--- config.mk ---
export PLATFORM = sky130hd
export DESIGN_NAME = in_data_packer
export DESIGN_NICKNAME = d
export VERILOG_FILES = /design/src/rtl/in_data_packer.sv
export SDC_FILE = /design/constraint.sdc
export NUM_CORES = 1
export LEC_CHECK = 0
export CAP_MARGIN = 20
export CORE_MARGIN = 3
export CORE_UTILIZATION = 55
export CTS_BUF_LIST = sky130_fd_sc_hd__clkbuf_8
export DETAILED_ROUTE_END_ITERATION = 12
export GPL_ROUTABILITY_DRIVEN = 1
export PLACE_DENSITY = 0.81
export REMOVE_ABC_BUFFERS = 1
export SLEW_MARGIN = 5
export SYNTH_ARGS = -nofsm -noshare
export SYNTH_HDL_FRONTEND = slang
export SYNTH_SLANG_ARGS = --single-unit
export TNS_END_PERCENT = 5
--- constraint.sdc ---
create_clock -name clock -period 2.5 [get_ports clock]
set_clock_uncertainty 0.1 [all_clocks]
set_input_delay 0.25 -clock clock [delete_from_list [all_inputs] [get_ports clock]]
set_output_delay 0.25 -clock clock [all_outputs]
set_load 0.05 [all_outputs]
--- src/rtl/in_data_packer.sv ---
// Packs DSIZE-bit pixels from the aligned video input stream into MSIZE-bit VDMA FIFO words tagged with eol/eof.
// Latency: a word is written 1 cycle after the pixel that fills or flushes it; frame_start 1 cycle after falign.
// Backpressure: none upstream (1 pixel/cycle); a word offered while fifo_full=1 is dropped and flagged in overflow.
//
// Ports:
//   clock, rst_n               block clock, synchronous active-low reset
//   falign/lalign/ealign       frame start / line end / frame end markers (one-cycle pulses)
//   idata_vld, idata           pixel stream
//   fifo_full                  write FIFO cannot take a word this cycle
//   clr_err                    clears the sticky error flags
//   wr_en, wr_data             FIFO write strobe and packed word (slot 0 in the LSBs)
//   wr_eol, wr_eof             word holds a line end / the frame end (valid with wr_en)
//   frame_start                registered pulse after each falign
//   overflow, sync_err         sticky error flags
module in_data_packer #(
  parameter int DSIZE = 24,
  parameter int MSIZE = 128,
  parameter     MODE  = "ONCE"
) (
  input  logic             clock,
  input  logic             rst_n,
  input  logic             falign,
  input  logic             lalign,
  input  logic             ealign,
  input  logic             idata_vld,
  input  logic [DSIZE-1:0] idata,
  input  logic             fifo_full,
  input  logic             clr_err,
  output logic             wr_en,
  output logic [MSIZE-1:0] wr_data,
  output logic             wr_eol,
  output logic             wr_eof,
  output logic             frame_start,
  output logic             overflow,
  output logic             sync_err
);

  localparam int NUM       = MSIZE / DSIZE;
  localparam int CW        = $clog2(NUM) + 1;
  localparam int PW        = NUM * DSIZE;
  localparam bit LINE_MODE = (MODE == "LINE");

  typedef enum logic {IDLE = 1'b0, ACTIVE = 1'b1} state_t;

  state_t        state;
  logic [CW-1:0] cnt;       // next free slot in the word being built
  logic [PW-1:0] sreg;      // pixels collected so far, slot k at [k*DSIZE]
  logic          eol_pend;  // a line already ended inside the word being built

  logic [CW-1:0]    slot;
  logic [PW-1:0]    merged;
  logic [MSIZE-1:0] word;
  logic             take;
  logic             flush;
  logic             line_end;
  logic             sync_evt;
  logic             ovf_evt;

  // falign restarts the word in the same cycle, so a pixel arriving with it
  // lands in slot 0 of a fresh word and any partial word is simply dropped.
  always_comb begin
    slot   = falign ? '0 : cnt;
    merged = falign ? '0 : sreg;
    for (int k = 0; k < NUM; k++) begin
      if (slot == CW'(k)) merged[k*DSIZE +: DSIZE] = idata;
    end
    word          = '0;
    word[PW-1:0]  = merged;
    take          = idata_vld && (falign || state == ACTIVE);
    line_end      = lalign || (!falign && eol_pend);
    // A word that fills exactly on a line/frame end is one flush, not two.
    flush         = (slot == CW'(NUM - 1)) || (LINE_MODE && lalign) || ealign;
    sync_evt      = falign ? (state == ACTIVE) : (state == IDLE && idata_vld);
    ovf_evt       = take && flush && fifo_full;
  end

  always_ff @(posedge clock) begin
    if (!rst_n) begin
      state       <= IDLE;
      cnt         <= '0;
      sreg        <= '0;
      eol_pend    <= 1'b0;
      wr_en       <= 1'b0;
      wr_data     <= '0;
      wr_eol      <= 1'b0;
      wr_eof      <= 1'b0;
      frame_start <= 1'b0;
      overflow    <= 1'b0;
      sync_err    <= 1'b0;
    end else begin
      wr_en       <= 1'b0;
      frame_start <= falign;
      // A same-cycle error event outranks clr_err.
      overflow    <= (overflow && !clr_err) || ovf_evt;
      sync_err    <= (sync_err && !clr_err) || sync_evt;

      if (falign) begin
        state    <= ACTIVE;
        cnt      <= '0;
        sreg     <= '0;
        eol_pend <= 1'b0;
      end

      if (take) begin
        if (flush) begin
          if (!fifo_full) begin
            wr_en   <= 1'b1;
            wr_data <= word;
            wr_eol  <= line_end;
            wr_eof  <= ealign;
          end
          cnt      <= '0;
          sreg     <= '0;
          eol_pend <= 1'b0;
          if (ealign) state <= IDLE;
        end else begin
          sreg     <= merged;
          cnt      <= slot + CW'(1);
          eol_pend <= line_end;
        end
      end
    end
  end

endmodule

# Word level (Yosys, flattened, before mapping)
# Cells that the tools add are included.
# word_totals
ff_bits	252
input_bits	32
out_inout_bits	134
elab_cells	56
# op_classes
addsub	1
n_eq_ne	4
mux	20
n_bitwise	2
reduce_logical	18
# op_table
op	count
$mux 120	3
$mux 24	5
$mux 4	3
$mux 1	9
$eq 4x2->1 const B	2
$logic_and 1x1->1	7
$reduce_and 3->1	2
$logic_or 1x1->1	5
$add 4x1->4 const B	1
$eq 4x1->1 const B	1
$eq 4x3->1 const B	1
$logic_not 4->1	1
$logic_not 1->1	2
$not 1->1	2
$reduce_bool 2->1	1

# Depth between registers and ports, before layout
# depth
depth_word	6
depth_mapped	9
ltp_nobuf	4

# Least setup slack after synthesis
# Ideal clock, no wire load.
# synth_timing
path_type	register to register
start	reg cnt[1]
end	reg wr_data[10]
setup_time_ps	134
arrival_ps	1555
setup_slack_ps	711
stages_incl_launch_ff	9
synth_period_minus_slack_ps	1789
cell_sequence	dfxtp_1 > buf_6 > nor4b_2 > buf_4 > a21oi_2 > buf_2 > nor2_2 > buf_4 > a211oi_1
# synth_via
elab_chain_cells	4
elab_cells_between_ends	6
classes_between	eq/ne (1); mux (2); reduce/logical (3)
# synth_rtl
item	line_no	rtl
from (decl)	46	logic [CW-1:0] cnt;
from (signal assigned)	118	cnt <= slot + CW'(1);
$mux 4 *	--	
$eq 4x3->1	72	flush = (slot == CW'(NUM - 1)) || (LINE_MODE && lalign) || ealign;
$logic_or 1x1->1	72	
$reduce_and 3->1 (no line)	--	
to (signal assigned)	108	wr_data <= word;
to (decl)	30	output logic [MSIZE-1:0] wr_data,
# Mark *: on every way between the ends. The rest lies on a longest branch, timed or not.
# A chain may end at the register's enable or synchronous reset.

# Final worst setup path
# layout_timing
start	reg cnt[1]
end	reg wr_data[7]
# Same word-level chain as after synthesis.

==> results by group <==
Run status
  • Status: complete, no violations

Place
  • HPWL Detailed: 17360 µm
  • Placer Congestion: between 0.8 and 0.9
  • PortBufs: 157

Power and ir drop
  • Internal power: 6470 µW
  • P_sw: between 2000 and 2500 µW
  • PD cells: 648.4 nW/µm²
  • Logic pwr share: 8.0%
  • Clk pwr share: 44.5%
  • Sw frac: 24.51%
  • Worst vdd ir: 498.3 µV
  • Power share of the sequential group: between 40% and 50%
  • Total leakage power: about 0.0048 µW
  • Total power: 8571 µW

Worst setup path
  • Worst path slowest cell: nor4b_4
  • R2R Path Start: cnt[1]$_SDFF_PN0_
  • R2r endpoint: wr_data[7]$_SDFFE_PN0P_
  • Worst Path Buf+Inv: 1
  • Crit path launch type: flop
  • Slowest stage delay, CP: 0.65 ns
  • CP endpoint kind: flop
  • CP max FO: 80
  • CP Cell Sequence: nor4b_4 > a21o_4 > buf_12 > a21oi_1 > a211oi_1
  • Critical path required time: 2.83 ns
  • WS Path Type: reg -> reg
  • CP top delay family: compound AO/OA/AOI/OAI gates
  • R2R Setup Slk: 0.20 ns
  • Crit path DAT: 2.63 ns
  • R2R depth: 5

Cells and area
  • Final nets: 1254
  • Fillers: 1442
  • Share of layout cells above drive strength 1: 8.960%
  • Top Registers: sreg (120), wr_data (120), cnt (4)
  • Antenna diodes: 0
  • Area Growth Syn to Fin: 24.45%

Synthesis
  • Synthesized area: 10620 µm²
  • Commonest register cell after synthesis: dfxtp_1
  • Ys async rst share: 0%
  • Synthesized area per cell: between 9 and 10 µm²
  • Sequential fraction of the synthesis area: 47.50%
  • Yosys reg bits: 252
  • Synthesized instance count: 1104
  • Synth Warn #: 0
  • Number of synthesized flops with an enable pin: 0
  • Yosys cell types: 42

Detailed routing
  • DRT Pass-1 Iters: 5
  • Via count: 8895
  • Initial DRC Count: 763
  • Final ANT Viol Nets: 0
  • Wirelength per Cell: 19.19 µm
  • Total Wirelength: approximately 29000 µm
  • Remaining DRCs: 0
  • Via density: 5.891

Global routing
  • Largest net degree at the start of global routing: slightly above 80
  • Initial antenna violation count: 0
  • Vias in the first global route: 8926
  • Global route total overflow: 0
  • First-pass GRT wire length: approximately 47000 µm
  • Total GRT Usage: 26.84%

STA
  • Setup violations, final: 0
  • Fmax: approximately 430 MHz
  • Final min period: 2.304 ns
  • Setup TNS: 0 ns
  • Hold Vio Cnt, Final: 0
  • Fin crit share: 92.15%
  • Max-Slew Margin vs Limit: 31.67%
  • Slew Limit Fails: 0
  • RSZ-0062 raised after global routing: false
  • Least-Margin Pin Slew: about 1 ns

Flow run
  • MaxCap Viol Count: 0

Clock network
  • Clk sinks: ~250
  • Clk_lat worst skew: 0.53 ns
  • CTS root buf: clkbuf_8
  • # Post-CTS Setup Buffers: 0
  • CTS Hold Buffers Added: 0
  • Clk slew on worst S/H paths: about 0.060 ns
  • H-tree levels: 2
  • Post_cts resized: 0
  • Clock Path Buffers: 3
  • CTS tree: yes
  • TritonCTS Buffers: 41

Hold path
  • Worst Min Path Start: falign
  • Hold path depth: 4
  • Hold Crit Class: in -> reg
  • Worst Hold End: sreg[5]$_SDFF_PN0_

Die
  • Die height: between 100 and 150 µm
  • Die width: 145.0 µm
  • Die footprint: approximately 21000 µm²
  • I/O pin total: 166
  • Core area: 18830 µm²
  • Std cell rows: 50
  • Starting density of the core: 56.41%
## cells in the mapped netlist, drive strengths merged, types with 2 or more instances
library cell	number	area, µm²
a22o	72	630.6
buf	58	379.1
nor4	2	12.51
nand3	100	500.5
inv	2	7.510
nor2b	29	181.4
o21ai	100	500.5
nor3	5	41.29
nor4b	2	23.77
dfxtp	252	5045
nor2	5	31.28
and3	24	150.1
o2bb2ai	24	210.2
a21oi	107	543.0
clkbuf	62	235.2
nand2b	97	606.8
and2	3	18.77
xnor2	2	17.52
mux2i	120	1201
a211oi	26	195.2
nand2	3	11.26
## metal layers
metal | vias up | global-route usage [%] | wire length (µm)
met5 | - | 0 | 0
met4 | 0 | 8.551 | 602
met3 | 58 | 4.372 | 1647
met2 | 334 | 44.46 | 13770
met1 | 4294 | 36.13 | 12960
li1 | 4209 | - | -
## layout by cell type (no fill, tap or decap), types with 3 or more instances in the layout
| cell | synthesis | layout |
|---|---|---|
| mux2i_1 | 120 | 120 |
| nor3_1 | 3 | 3 |
| bufinv_16 | 0 | 3 |
| a21oi_1 | 105 | 105 |
| o21ai_0 | 81 | 80 |
| conb_1 | 1 | 8 |
| and3_1 | 24 | 24 |
| nand2b_1 | 97 | 97 |
| clkinv_2 | 0 | 6 |
| dfxtp_1 | 252 | 252 |
| buf_12 | 2 | 6 |
| o21ai_1 | 19 | 17 |
| nand2_1 | 3 | 3 |
| and2_1 | 3 | 3 |
| o2bb2ai_1 | 24 | 24 |
| nor2b_1 | 29 | 28 |
| nand3_1 | 100 | 100 |
| clkbuf_8 | 0 | 53 |
| a22o_1 | 72 | 72 |
| clkdlybuf4s50_1 | 0 | 156 |
| buf_4 | 12 | 26 |
| a211oi_1 | 26 | 26 |
| inv_1 | 2 | 10 |
## tightest hold or removal path, cell delays in order
cell,delay [ns]
buf_4,0.23
nor2b_1,0.20
nand3_1,0.09
o21ai_0,0.06
## power by group through the flow
stage | logic (µW) | registers (µW) | clock network [µW]
final | 683 | 4080 | 3810
after global routing | 722 | 4080 | 4040
after CTS | 677 | 4080 | 3860
after detailed placement | 674 | 4160 | 0
after global placement | 665 | 4160 | 0
after floorplan | 289 | 4230 | 0
## metrics by stage
stage | hold slack (ns) | instance area [µm²] | instances | setup slack (ns) | utilization, %
final | 0.2611 | 13220 | 1510 | 0.1962 | 70.20
after global placement | 0.3465 | 12340 | 1439 | 0.2357 | 65.51
after CTS | 0.2289 | 13220 | 1510 | 0.2006 | 70.20
after detailed placement | 0.3509 | 12340 | 1439 | 0.1704 | 65.51
after global routing | 0.2781 | 13220 | 1510 | 0.1128 | 70.20
after floorplan | 0.2293 | 10030 | 991 | -2.695 | -
## cell type report
type                       count  area [µm²]  share of cell area, %
clock inverter                18       153.9                  1.164
tap                          260       325.3                  2.461
clock buffer                  53       729.5                  5.518
sequential                   252        5045                  38.16
inverter                       2       10.01                0.07572
timing repair buffer         188        1877                  14.20
multi-input combinational    737        5079                  38.42
## logic make-up (layout without fill, tap and decap cells)
| group | count (synthesis) | count (layout) | share of synthesized area, % |
|---|---|---|---|
| compound gates | 333 | 333 | 19.96 |
| xor+xnor | 2 | 2 | 0.1649 |
| other cells | 1 | 8 | 0.03531 |
| mux | 120 | 120 | 11.31 |
| flops | 252 | 252 | 47.50 |
| buf+inv | 122 | 261 | 5.855 |
| simple gates | 274 | 274 | 15.18 |
## worst max path at each step
stage | slack (ns) | cells after the start | start | endpoint
2_1_floorplan | -2.70 | 4 | state$_SDFF_PN0_ | wr_data[100]$_SDFFE_PN0P_
3_3_place_gp | 0.24 | 5 | idata_vld | sreg[94]$_SDFF_PN0_
3_5_place_dp | 0.17 | 5 | idata_vld | sreg[83]$_SDFF_PN0_
4_1_cts | 0.20 | 5 | cnt[1]$_SDFF_PN0_ | wr_data[7]$_SDFFE_PN0P_
5_1_grt | 0.11 | 5 | cnt[1]$_SDFF_PN0_ | wr_data[7]$_SDFFE_PN0P_
6_report | 0.20 | 5 | cnt[1]$_SDFF_PN0_ | wr_data[7]$_SDFFE_PN0P_
Power figures use the tool's default switching activity.
